===== src/rtl/mac_pkg.sv =====
// Shared definitions for the multiply-accumulate pipeline.
// Holds the vector-tracking FSM state type and the default parameter values
// used by mac_pipe, mac_sat_add and mac_pipe_if.
package mac_pkg;

    localparam int unsigned MAC_DATA_W   = 8;
    localparam int unsigned MAC_ACC_W    = 20;
    localparam int unsigned MAC_CNT_W    = 8;
    localparam int unsigned MAC_SIGNED   = 0;
    localparam int unsigned MAC_SATURATE = 1;

    // IDLE: no vector open; ACCUM: at least one non-last element accepted
    typedef enum logic [0:0] {
        ST_IDLE  = 1'b0,
        ST_ACCUM = 1'b1
    } mac_state_e;

endpackage


===== src/rtl/mac_pipe_if.sv =====
// Operand/result handshake bundle for mac_pipe.
// master: drives operands (in_valid, in_last, a, b) and out_ready,
//         observes in_ready and the result (out_valid, mac_out, elem_cnt, overflow).
// slave : the mac_pipe side, directions reversed.
interface mac_pipe_if
    import mac_pkg::*;
#(
    parameter int unsigned DATA_W = MAC_DATA_W,
    parameter int unsigned ACC_W  = MAC_ACC_W,
    parameter int unsigned CNT_W  = MAC_CNT_W
) ();

    logic              in_valid;
    logic              in_ready;
    logic              in_last;
    logic [DATA_W-1:0] a;
    logic [DATA_W-1:0] b;
    logic              out_valid;
    logic              out_ready;
    logic [ACC_W-1:0]  mac_out;
    logic [CNT_W-1:0]  elem_cnt;
    logic              overflow;

    modport master (
        output in_valid, in_last, a, b, out_ready,
        input  in_ready, out_valid, mac_out, elem_cnt, overflow
    );

    modport slave (
        input  in_valid, in_last, a, b, out_ready,
        output in_ready, out_valid, mac_out, elem_cnt, overflow
    );

endinterface


===== src/rtl/mac_sat_add.sv =====
// Combinational accumulator adder with overflow detect.
// Ports: acc, addend (ACC_W, same signedness) -> sum_c (clamped or wrapped
// per SATURATE), ovf_c (the true sum does not fit in ACC_W).
module mac_sat_add
    import mac_pkg::*;
#(
    parameter int unsigned ACC_W    = MAC_ACC_W,
    parameter int unsigned SIGNED   = MAC_SIGNED,
    parameter int unsigned SATURATE = MAC_SATURATE
) (
    input  logic [ACC_W-1:0] acc,
    input  logic [ACC_W-1:0] addend,
    output logic [ACC_W-1:0] sum_c,
    output logic             ovf_c
);

    localparam bit SAT_EN = (SATURATE != 0);

    logic [ACC_W-1:0] raw_c;
    logic [ACC_W-1:0] clamp_c;

    generate
        if (SIGNED != 0) begin : g_signed
            // Two's-complement overflow: like-signed inputs, differently-signed result
            assign raw_c   = acc + addend;
            assign ovf_c   = (acc[ACC_W-1] == addend[ACC_W-1]) &&
                             (raw_c[ACC_W-1] != acc[ACC_W-1]);
            // Overflow direction follows the operand sign: negative -> min, positive -> max
            assign clamp_c = {acc[ACC_W-1], {(ACC_W-1){~acc[ACC_W-1]}}};
        end else begin : g_unsigned
            logic [ACC_W:0] wide_c;
            assign wide_c  = {1'b0, acc} + {1'b0, addend};
            assign raw_c   = wide_c[ACC_W-1:0];
            assign ovf_c   = wide_c[ACC_W];
            assign clamp_c = '1;
        end
    endgenerate

    assign sum_c = (ovf_c && SAT_EN) ? clamp_c : raw_c;

endmodule


===== src/rtl/mac_pipe.sv =====
// Two-stage pipelined dot-product (multiply-accumulate) engine.
// Ports: sys_clock, sys_rst_n (async active-low), sclr (sync clear),
//        bus (mac_pipe_if.slave): operand pairs in with in_valid/in_ready/in_last,
//        results out with out_valid/out_ready plus mac_out, elem_cnt, overflow.
// Stage 1 registers the extended product; the next advancing edge folds it into
// the accumulator and, on the last element, publishes the result and restarts.
// ACC_W must be at least 2*DATA_W.
module mac_pipe
    import mac_pkg::*;
#(
    parameter int unsigned DATA_W   = MAC_DATA_W,
    parameter int unsigned ACC_W    = MAC_ACC_W,
    parameter int unsigned CNT_W    = MAC_CNT_W,
    parameter int unsigned SIGNED   = MAC_SIGNED,
    parameter int unsigned SATURATE = MAC_SATURATE
) (
    input  logic        sys_clock,
    input  logic        sys_rst_n,
    input  logic        sclr,
    mac_pipe_if.slave   bus
);

    localparam int unsigned PROD_W = 2 * DATA_W;

    mac_state_e        state_q, state_d;

    logic              adv_c;
    logic              accept_c;
    logic              load_c;

    logic [PROD_W-1:0] a_ext_c, b_ext_c, prod_c;
    logic [ACC_W-1:0]  prod_ext_c;

    logic              s1_valid_q;
    logic              s1_last_q;
    logic [ACC_W-1:0]  s1_prod_q;

    logic [ACC_W-1:0]  acc_q;
    logic [CNT_W-1:0]  cnt_q;
    logic              ovf_acc_q;

    logic [ACC_W-1:0]  sum_c;
    logic              add_ovf_c;
    logic [CNT_W-1:0]  cnt_inc_c;
    logic              ovf_next_c;

    logic              out_valid_q;
    logic [ACC_W-1:0]  mac_out_q;
    logic [CNT_W-1:0]  elem_cnt_q;
    logic              overflow_q;

    // Whole pipeline moves unless a held result is not being taken
    assign adv_c    = !(out_valid_q && !bus.out_ready);
    assign accept_c = bus.in_valid && adv_c;
    assign load_c   = s1_valid_q && s1_last_q;

    // Full-width product; operands pre-extended so the low PROD_W bits are exact
    generate
        if (SIGNED != 0) begin : g_sext
            assign a_ext_c = {{DATA_W{bus.a[DATA_W-1]}}, bus.a};
            assign b_ext_c = {{DATA_W{bus.b[DATA_W-1]}}, bus.b};
        end else begin : g_zext
            assign a_ext_c = {{DATA_W{1'b0}}, bus.a};
            assign b_ext_c = {{DATA_W{1'b0}}, bus.b};
        end
    endgenerate

    assign prod_c = a_ext_c * b_ext_c;

    // Widen the product to the accumulator width
    generate
        if (ACC_W > PROD_W) begin : g_widen
            logic ext_bit_c;
            assign ext_bit_c  = (SIGNED != 0) ? prod_c[PROD_W-1] : 1'b0;
            assign prod_ext_c = {{(ACC_W-PROD_W){ext_bit_c}}, prod_c};
        end else begin : g_same
            assign prod_ext_c = prod_c[ACC_W-1:0];
        end
    endgenerate

    mac_sat_add #(
        .ACC_W    (ACC_W),
        .SIGNED   (SIGNED),
        .SATURATE (SATURATE)
    ) u_add (
        .acc    (acc_q),
        .addend (s1_prod_q),
        .sum_c  (sum_c),
        .ovf_c  (add_ovf_c)
    );

    // Element count sticks at its maximum instead of wrapping
    assign cnt_inc_c  = (cnt_q == '1) ? cnt_q : cnt_q + CNT_W'(1);
    assign ovf_next_c = ovf_acc_q | add_ovf_c;

    // FSM state register
    always_ff @(posedge sys_clock or negedge sys_rst_n) begin
        if (!sys_rst_n) begin
            state_q <= ST_IDLE;
        end else if (sclr) begin
            state_q <= ST_IDLE;
        end else if (adv_c) begin
            state_q <= state_d;
        end
    end

    // FSM next state: tracks whether a vector is open
    always_comb begin
        state_d = state_q;
        if (accept_c) begin
            state_d = bus.in_last ? ST_IDLE : ST_ACCUM;
        end
    end

    // Stage 1: product and last flag of the accepted pair
    always_ff @(posedge sys_clock or negedge sys_rst_n) begin
        if (!sys_rst_n) begin
            s1_valid_q <= 1'b0;
            s1_last_q  <= 1'b0;
            s1_prod_q  <= '0;
        end else if (sclr) begin
            s1_valid_q <= 1'b0;
            s1_last_q  <= 1'b0;
            s1_prod_q  <= '0;
        end else if (adv_c) begin
            s1_valid_q <= accept_c;
            if (accept_c) begin
                s1_last_q <= bus.in_last;
                s1_prod_q <= prod_ext_c;
            end
        end
    end

    // Running sum, count and sticky overflow; restart after the last element
    always_ff @(posedge sys_clock or negedge sys_rst_n) begin
        if (!sys_rst_n) begin
            acc_q     <= '0;
            cnt_q     <= '0;
            ovf_acc_q <= 1'b0;
        end else if (sclr) begin
            acc_q     <= '0;
            cnt_q     <= '0;
            ovf_acc_q <= 1'b0;
        end else if (adv_c && s1_valid_q) begin
            if (s1_last_q) begin
                acc_q     <= '0;
                cnt_q     <= '0;
                ovf_acc_q <= 1'b0;
            end else begin
                acc_q     <= sum_c;
                cnt_q     <= cnt_inc_c;
                ovf_acc_q <= ovf_next_c;
            end
        end
    end

    // Result register: a new load keeps out_valid high even as the old one drains
    always_ff @(posedge sys_clock or negedge sys_rst_n) begin
        if (!sys_rst_n) begin
            out_valid_q <= 1'b0;
            mac_out_q   <= '0;
            elem_cnt_q  <= '0;
            overflow_q  <= 1'b0;
        end else if (sclr) begin
            out_valid_q <= 1'b0;
            mac_out_q   <= '0;
            elem_cnt_q  <= '0;
            overflow_q  <= 1'b0;
        end else if (adv_c) begin
            out_valid_q <= load_c;
            if (load_c) begin
                mac_out_q  <= sum_c;
                elem_cnt_q <= cnt_inc_c;
                overflow_q <= ovf_next_c;
            end
        end
    end

    assign bus.in_ready  = adv_c;
    assign bus.out_valid = out_valid_q;
    assign bus.mac_out   = mac_out_q;
    assign bus.elem_cnt  = elem_cnt_q;
    assign bus.overflow  = overflow_q;

endmodule


===== src/flat_wrapper.sv =====
// flat-port wrapper written by rule: the top's interface ports become plain ports
module mac_pipe_flat import mac_pkg::*;
#(
    parameter int unsigned DATA_W   = MAC_DATA_W,
    parameter int unsigned ACC_W    = MAC_ACC_W,
    parameter int unsigned CNT_W    = MAC_CNT_W,
    parameter int unsigned SIGNED   = MAC_SIGNED,
    parameter int unsigned SATURATE = MAC_SATURATE
)
  (sys_clock, sys_rst_n, sclr, bus_in_valid, bus_in_last, bus_a, bus_b, bus_out_ready, bus_in_ready, bus_out_valid, bus_mac_out, bus_elem_cnt, bus_overflow);
  mac_pipe_if #(.DATA_W(DATA_W), .ACC_W(ACC_W), .CNT_W(CNT_W)) bus_i ();
  input  logic sys_clock;
  input  logic sys_rst_n;
  input  logic sclr;
  input wire logic [$bits(bus_i.in_valid)-1:0] bus_in_valid;
  input wire logic [$bits(bus_i.in_last)-1:0] bus_in_last;
  input wire logic [$bits(bus_i.a)-1:0] bus_a;
  input wire logic [$bits(bus_i.b)-1:0] bus_b;
  input wire logic [$bits(bus_i.out_ready)-1:0] bus_out_ready;
  output wire logic [$bits(bus_i.in_ready)-1:0] bus_in_ready;
  output wire logic [$bits(bus_i.out_valid)-1:0] bus_out_valid;
  output wire logic [$bits(bus_i.mac_out)-1:0] bus_mac_out;
  output wire logic [$bits(bus_i.elem_cnt)-1:0] bus_elem_cnt;
  output wire logic [$bits(bus_i.overflow)-1:0] bus_overflow;
  assign bus_i.in_valid = bus_in_valid;
  assign bus_i.in_last = bus_in_last;
  assign bus_i.a = bus_a;
  assign bus_i.b = bus_b;
  assign bus_i.out_ready = bus_out_ready;
  assign bus_in_ready = bus_i.in_ready;
  assign bus_out_valid = bus_i.out_valid;
  assign bus_mac_out = bus_i.mac_out;
  assign bus_elem_cnt = bus_i.elem_cnt;
  assign bus_overflow = bus_i.overflow;
  mac_pipe #(.DATA_W(DATA_W), .ACC_W(ACC_W), .CNT_W(CNT_W), .SIGNED(SIGNED), .SATURATE(SATURATE)) u_core (.sys_clock(sys_clock), .sys_rst_n(sys_rst_n), .sclr(sclr), .bus(bus_i));
endmodule

===== config.mk =====
export PLATFORM = sky130hd
export DESIGN_NAME = mac_pipe_flat
export DESIGN_NICKNAME = d
export VERILOG_FILES = /design/src/rtl/mac_pkg.sv /design/src/rtl/mac_pipe_if.sv /design/src/rtl/mac_sat_add.sv /design/src/rtl/mac_pipe.sv /design/src/flat_wrapper.sv
export SDC_FILE = /design/constraint.sdc
export NUM_CORES = 1
export LEC_CHECK = 0
export ABC_AREA = 0
export CORE_MARGIN = 3
export CORE_UTILIZATION = 60
export CTS_CLUSTER_SIZE = 12
export DETAILED_ROUTE_END_ITERATION = 12
export GPL_TIMING_DRIVEN = 1
export PLACE_DENSITY = 0.82
export SLEW_MARGIN = 15
export SYNTH_ARGS = -nofsm -noshare
export SYNTH_HDL_FRONTEND = slang
export SYNTH_HIERARCHICAL = 1
export SYNTH_SLANG_ARGS = --single-unit
export TNS_END_PERCENT = 1

===== constraint.sdc =====
create_clock -name sys_clock -period 3.4 [get_ports sys_clock]
set_clock_uncertainty 0.05 [all_clocks]
set_input_delay 0.68 -clock sys_clock [delete_from_list [all_inputs] [get_ports sys_clock]]
set_output_delay 0.68 -clock sys_clock [all_outputs]
set_load 0.01 [all_outputs]

======== After elaboration in Yosys (flattened, before gate mapping) ========
Index checks and enable logic that the tools add are counted.
cells by class
  add/sub/neg operators ................... 2
  $mul .................................... 1
  eq/ne operators ......................... 2
  multiplexer cells ....................... 30
  bitwise operators ....................... 1
  reduce and logical (&&, ||, !) cells .... 11
operators by type and width
  operator               number
  $mux W20               10
  $mux W8                7
  $add A20 B20 Y21       1
  $mul A8 B8 Y16         1
  $mux W1                13
  $add A8 B1 Y8 const B  1
  $eq A8 B8 Y1 const B   1
  $reduce_bool A2 Y1     3
  $logic_and A1 B1 Y1    4
  $reduce_and A2 Y1      2
  $logic_not A1 Y1       2
  $ne A2 B2 Y1 const B   1
  $or A1 B1 Y1           1
word-level totals
  register bits ........................... 81
  input port bits ......................... 22
  output and inout port bits .............. 31

======== Depth between registers and ports, before layout ========
Gate-level depths: netlist of run 1.
  depth in word-level cells ............... 7
  depth in mapped cells ................... 15
  gate-level depth less buffers ........... 15

======== Modules after synthesis ========
The synthesis of run 1 kept the hierarchy.
modules (own cells, without submodules)
  module       times used  cells each  area an instance (µm²)  seq. area each (µm²)
  mac_pipe     1           553         5,247.5                 1,926.8
  mac_sat_add  1           178         1,198.6                 0.0

======== Worst setup path after synthesis of run 1 ========
Ideal clock, no wire load.
  path kind ............................... input port to flip-flop
  start point ............................. input bus_a[1]
  end point ............................... register u_core.s1_prod_q[13]
  arrival ................................. 4.148 ns
  required time ........................... 3.229 ns
  slack ................................... -0.919 ns
  stages on the path ...................... 13
  path buffers ............................ 0
  cell sequence ........................... and2_1 -> fa_1 -> fa_1 -> fa_1 -> inv_1 -> fa_1 -> inv_1 -> ha_1 -> o211ai_1 -> o211ai_1 -> a41oi_1 -> xnor2_1 -> a22o_1
between the ends
  longest elaborated chain between the ends .. 4
ends and longest elaborated chain
  item                    line                RTL
  start: declaration      flat_wrapper.sv:17  input wire logic [$bits(bus_i.a)-1:0] bus_a;
  $mul A8 B8 Y16          mac_pipe.sv:68      assign prod_c = a_ext_c * b_ext_c;
  $mux W20                mac_pipe.sv:127     if (accept_c) begin
  $mux W20                mac_pipe.sv:125     end else if (adv_c) begin
  $mux W20                mac_pipe.sv:121     end else if (sclr) begin
  end signal: assignment  mac_pipe.sv:129     s1_prod_q <= prod_ext_c;
  end: declaration        mac_pipe.sv:36      logic [ACC_W-1:0] s1_prod_q;
No other way between the ends. The select of a mux whose other input is x is not followed.
A chain may end at the register's enable or synchronous reset.

======== Final worst setup path of run 1 ========
  start point ............................. input bus_b[6]
  end point ............................... register u_core.s1_prod_q[15]
between the ends
  longest elaborated chain between the ends .. 4
ends and longest elaborated chain
  item                line                RTL
  start: declaration  flat_wrapper.sv:18  input wire logic [$bits(bus_i.b)-1:0] bus_b;
  $mul A8 B8 Y16      mac_pipe.sv:68
  $mux W20            mac_pipe.sv:127
  $mux W20            mac_pipe.sv:125
  $mux W20            mac_pipe.sv:121
No other way between the ends. The select of a mux whose other input is x is not followed.

==> results of run 1 <==
-- path summary, 6_finish.rpt --
path                                                       to  slack, ps  cells past startpoint
max in group asynchronous         u_core/cnt_q[7]$_DFFE_PN0P_       2270                      1
hold reg to reg                  u_core/acc_q[14]$_DFFE_PN0P_        440                      2
min in group sys_clock           u_core/acc_q[14]$_DFFE_PN0P_        440                      2
setup / recovery             u_core/s1_prod_q[15]$_DFFE_PN0P_       -640                     15
hold / removal             u_core/bus.mac_out[18]$_DFFE_PN0P_        410                      1
setup reg to reg                 u_core/acc_q[10]$_DFFE_PN0P_        300                     11
-- per-layer routing --
metal	wire length (um)	up-vias	share of wire, %	global-route usage, %
met4	319	0	1.9	9.350
met2	7927	192	48	46.73
met5	0	-	0	0
met1	7167	2798	44	39.94
met3	1041	29	6.3	5.167
li1	-	2663	-	-
-- cells in the mapped netlist, types with 5 or more instances --
| cell | instances | share of area (%) |
|---|---|---|
| dfrtp_1 | 77 | 30 |
| nand2b_1 | 6 | 0.58 |
| a22o_1 | 18 | 2.4 |
| inv_1 | 50 | 2.9 |
| a31oi_1 | 5 | 0.49 |
| xnor2_1 | 16 | 2.2 |
| a21oi_1 | 61 | 4.7 |
| and3_1 | 5 | 0.49 |
| o21ai_0 | 19 | 1.5 |
| clkbuf_1 | 12 | 0.70 |
| xor2_1 | 8 | 1.1 |
| ha_1 | 57 | 11 |
| nor2_1 | 25 | 1.5 |
| o21a_1 | 6 | 0.70 |
| nand3_1 | 29 | 2.3 |
| nor3_1 | 8 | 0.62 |
| o211ai_1 | 10 | 1.2 |
| buf_2 | 10 | 0.78 |
| nand2_1 | 142 | 8.3 |
| a21o_1 | 13 | 1.5 |
| and2_1 | 58 | 5.6 |
| fa_1 | 37 | 11 |
-- power by group through the flow --
stage	sequential (mW)	clock [mW]	combinational, mW
finish	1.16	0.752	2.56
floorplan	1.15	0	1.60
global route	1.18	0.807	2.81
global placement	1.17	0	2.23
detailed placement	1.18	0	2.32
CTS	1.16	0.769	2.47
-- layout make-up --
cell class                      instances  area, um^2  share of cell area, %
Timing Repair Buffer                   96       842.1                  10.88
Clock buffer                            9       123.9                  1.601
Inverter                               51       191.4                  2.474
Sequential cell                        77        1927                  24.90
Tap cell                              136       170.2                  2.199
Clock inverter                          7       91.34                  1.180
Multi-Input combinational cell        581        4392                  56.76
-- flip-flops by register name, summed over array words and instances, names as in the netlist --
name	cells
u_core/bus.elem_cnt	8
u_core/s1_valid_q	1
u_core/bus.overflow	1
u_core/s1_prod_q	16
u_core/acc_q	20
u_core/bus.out_valid	1
u_core/cnt_q	8
u_core/s1_last_q	1
u_core/ovf_acc_q	1
u_core/bus.mac_out	20
-- kinds of logic (layout without fill, tap and decap cells) --
logic type / count (synthesis) / count (layout)
other: 1 / 4
buffers and inverters: 76 / 163
and+or+nand+nor: 292 / 292
adders and majority gates: 94 / 94
muxes: 2 / 2
xor gates and xnor gates: 24 / 24
AOI/OAI and AO/OA: 165 / 165
DFF: 77 / 77
-- worst max-delay path, stage by stage --
cell	delay, ps
buf_8	100
and2_4	150
fa_1	560
fa_1	440
fa_1	520
inv_1	50
fa_1	490
inv_2	50
ha_4	230
a21oi_1	200
o211ai_1	140
buf_4	170
a31oi_2	180
xnor2_1	80
a22o_1	190
-- what timing repair did --
action	4_1_cts	5_1_grt
hold buffers	0	0
endpoints found under the hold margin	0	0
setup buffers	3	0
pin swaps	22	14
gates resized for setup	92	13
setup endpoints to repair	12	11
-- stage by stage --
step,TNS (ps),instances,setup slack (ps),area (um^2),hold slack [ps]
global placement,-13980,938,-1404,7402,406.4
floorplan,-5244,734,-670.8,6521,334.4
detailed placement,-15140,938,-1491,7402,417.7
finish,-4657,957,-638.0,7737,410.8
CTS,-4435,957,-637.4,7707,430.2
global route,-5586,957,-749.6,7737,461.8
==> out/qor.txt, run 1 <==
Post-Syn Area: 6446 um^2
Clock network fraction of design power: 16.8%
Total CTS buffers: 9
Crit path from: bus_b[6]
Reg clk slew, reported paths: 100 ps
Final period util: 118.8%
Commonest non-fill, non-tap cell in the layout: nand2_1
Initial antenna violation count: 0
Worst skew pair latency: 360 ps
Vias in the first global route: 5677
CP arrival: 4240 ps
CTS root buffer: clkbuf_8
Mapped Avg Cell Area: 8.818 um^2
Largest net degree at the start of global routing: 78
Relative slew slack: 30.26%
Grt total ovfl: 0
R2R Path Start: u_core/acc_q[0]$_DFFE_PN0P_
Switching share of power: 43.47%
RSZ-0062 raised after global routing: yes
Mux cell area share after synthesis: 0.3300%
Drt pass-1 iters: 5
Register share of total power: 26.0%
Adder-Cell Fraction of Synth Area: 22.55%
Fill cell total of the finished layout: 773
Final WS setup: -638.0 ps
Commonest cells after routing, fill and taps aside: 138 x nand2_1, 77 x dfrtp_1, 55 x a21oi_1
Synth Flop Type: dfrtp_1
Post-synth EDFFs: 0
WL per Instance: 17.20 um
Die area: 12020 um^2
Clock Tree Buf Depth: 2
Internal Power: 2.532 mW
WS Path Type: input port to flop
FF+latch count, synth: 77
Worst EP required: 3600 ps
Vias per cell: 5.937
Synth Area in XOR/XNOR: 3.261%
Final ANT Viol Nets: 0
I/O pins: 53
Final core area utilization: 74.61%
Worst Tran Pin Value: 1042 ps
Max-cap viol count: 0
Yosys warning count: 6
Site row count: 37
CP startpoint kind: input port
Switching power: 1.947 mW
Clk sinks: 77
Fin nets: 932
Fmax: 247.6 MHz
Crit path capture type: flop
Die height: 109.7 um
First-pass GRT wire length: 27390 um
Cells after Synth: 731
Initial Util: 62.16%
Die Width: 109.7 um
Vias: 5682
Drt initial violations: 457
Post-route minimum period: 4038 ps
Port Buf Inserts: 52
Violated checks: negative setup slack
Simple-gate portion of the synthesized area: 21.86%
VDD IR max: 487.9 uV
HP Class: input port to asynchronous set/reset pin
Pwr dens: 578.8 nW/um^2
Run status: complete, but fails checks
Asr flop ratio synth: 100.0%
Layout cell share with drive strength beyond 1: 15.96%
Largest family of logic cells by synthesized area: adder cells
Post-synthesis sequential area ratio: 29.89%
Leakage dissipation: 3.761 nW
RD Place Congestion: 0.9143
Final hold violations: 0
CTS tree: built
Final setup vio count: 10
Comb pwr share: 57.2%
GR Util All Layers: 29.01%
Post-synthesis cell type count: 60
Core Region: 10370 um^2
Compound-gate portion of the synthesized area: 17.26%
Total power: 4.478 mW
Antenna diode count: 0
Max FO, Critical Path: 4
Layout area overhead: 20.03%
Drt drc: 0
H-tree depth: 3
Final wirelength: 16460 um
Slew Limit Fails: 0
Hpwl dp: 12420 um
(Power assumes the default switching activity.)
==> inputs of run 2 (changes only) <==
Settings changed: PLACE_DENSITY 0.82 to 0.86.
==> run 2 against run 1 <==
  * The run still ends with negative setup slack left
  * Total power fell by 1.8%
  * Register-to-register slack got worse by 70 ps
  * Wire length decreased by 2.9%
  * Fmax down 1.4%
  * Clock power down 4.0%
  * Setup slack worse by 55 ps
  * Hold slack got worse by 16 ps
  * Clock-buffer cell count up 1
  * Design area is 1.3% lower
  * Final cell count shrank 0.52%
  * Flip-flop and latch count unchanged
  * Largest power group unchanged
==> out/qor.txt, run 2 (synthesis results as in run 1) <==
Run status: complete, but fails checks
Violated checks: negative setup slack
Vias per cell: 6.097
Fmax: 244.3 MHz
Final hold violations: 0
Initial Util: 62.16%
Initial antenna violation count: 0
Core Region: 10370 um^2
Max FO, Critical Path: 8
Post-Layout Inst Area: 7634 um^2
Commonest cells after routing, fill and taps aside: 138 x nand2_1, 77 x dfrtp_1, 56 x a21oi_1
Vias in the first global route: 5616
Final period util: 120.4%
Post-route minimum period: 4093 ps
GR Util All Layers: 27.59%
Layout area overhead: 18.42%
Largest net degree at the start of global routing: 78
Final wirelength: 15990 um
WS Path Type: input port to flop
Final WS setup: -693.4 ps
Non-Filler Instances: 952
Commonest non-fill, non-tap cell in the layout: nand2_1
Hold buffer count at CTS: 0
Hpwl dp: 12030 um
Pwr dens: 575.9 nW/um^2
Crit path capture type: flop
Layout cell share with drive strength beyond 1: 14.83%
R2r setup slk: 230 ps
Drt initial violations: 483
Comb pwr share: 57.2%
Reg clk slew, reported paths: 80 ps
Drt drc: 0
Total CTS buffers: 9
First-pass GRT wire length: 26170 um
Register share of total power: 26.4%
Worst EP required: 3600 ps
Post-place instance area: 7380 um^2
Fin nets: 927
Final setup TNS: -4962 ps
I/O pins: 53
VDD IR max: 390.7 uV
CTS tree: built
Internal Power: 2.516 mW
Final setup vio count: 10
CTS root buffer: clkbuf_8
Worst Tran Pin Value: 939.2 ps
Max-cap viol count: 0
Relative slew slack: 37.39%
Clock Tree Buf Depth: 2
Slew Limit Fails: 0
HP Class: input port to asynchronous set/reset pin
Final ANT Viol Nets: 0
Cell Count Post-Placement: 935
Worst skew pair latency: 360 ps
CP arrival: 4290 ps
Clk sinks: 77
CP startpoint kind: input port
Site row count: 37
Vias: 5804
Die area: 12020 um^2
Switching share of power: 42.77%
Die height: 109.7 um
Port Buf Inserts: 52
WL per Instance: 16.79 um
Leakage dissipation: 3.719 nW
Switching power: 1.880 mW
Clock network fraction of design power: 16.4%
Antenna diode count: 0
RSZ-0062 raised after global routing: yes
Drt pass-1 iters: 5
H-tree depth: 3
Grt total ovfl: 0
WHS: 394.7 ps
Die Width: 109.7 um
RD Place Congestion: 0.9171
[run 2: power groups by stage]
| stage | logic [mW] | registers (mW) | clock network, mW |
|---|---|---|---|
| after global placement | 2.21 | 1.17 | 0 |
| after global routing | 2.75 | 1.18 | 0.774 |
| final | 2.51 | 1.16 | 0.722 |
| after detailed placement | 2.31 | 1.17 | 0 |
| after CTS | 2.43 | 1.16 | 0.733 |
| after floorplan | 1.60 | 1.15 | 0 |
[run 2: per-stage QoR]
step | total power, mW | worst slack (ps) | util, %
final | 4.396 | -693.4 | 73.61
after global routing | 4.702 | -813.5 | 73.61
after detailed placement | 3.482 | -1569 | 71.16
after global placement | 3.382 | -1363 | 71.16
after floorplan | 2.748 | -670.8 | -
after CTS | 4.318 | -650.4 | 73.44
[run 2: worst paths after layout]
kind / from / to / depth (start not counted)
worst max-delay path: bus_a[2] / u_core/s1_prod_q[13]$_DFFE_PN0P_ / 15
worst min-delay path: sys_rst_n / u_core/bus.mac_out[14]$_DFFE_PN0P_ / 1
worst max register to register: u_core/s1_prod_q[0]$_DFFE_PN0P_ / u_core/bus.mac_out[10]$_DFFE_PN0P_ / 11
worst min register to register: u_core/acc_q[12]$_DFFE_PN0P_ / u_core/acc_q[12]$_DFFE_PN0P_ / 2
max in group asynchronous: sys_rst_n / u_core/cnt_q[1]$_DFFE_PN0P_ / 1
min in group sys_clock: u_core/acc_q[12]$_DFFE_PN0P_ / u_core/acc_q[12]$_DFFE_PN0P_ / 2
[run 2: repair_timing]
action                                 in CTS  in global routing
setup buffers                               1                  0
setup endpoints to repair                  12                 11
cloned                                      0                  0
resized for setup                          74                 11
pin swaps                                  13                 11
endpoints found under the hold margin       0                  0
[run 2: layer usage]
| layer | global-route usage [%] | up-vias | wire length, um |
|---|---|---|---|
| li1 | - | 2658 | - |
| met1 | 35.24 | 2850 | 6319 |
| met2 | 47.30 | 269 | 8193 |
| met3 | 4.698 | 27 | 1213 |
| met4 | 9.706 | 0 | 259 |
| met5 | 0 | - | 0 |
[run 2: worst max-delay path: stages]
cell      delay, ps
clkbuf_4        150
and2_1          180
fa_1            530
fa_1            450
fa_1            510
inv_1            50
fa_1            490
inv_2            50
ha_4            280
o211ai_1        120
o211ai_1        190
buf_4           160
a41oi_2         110
xnor2_1         160
a22o_1          180
[run 2: cell type report]
class,count,area (um^2)
sequential,77,1927
multi-input combinational,581,4370
inverter,51,191.4
fill,732,2736
clock buffer,10,137.6
tap,136,170.2
clock inverter,6,70.07
timing repair buffer,91,767.0
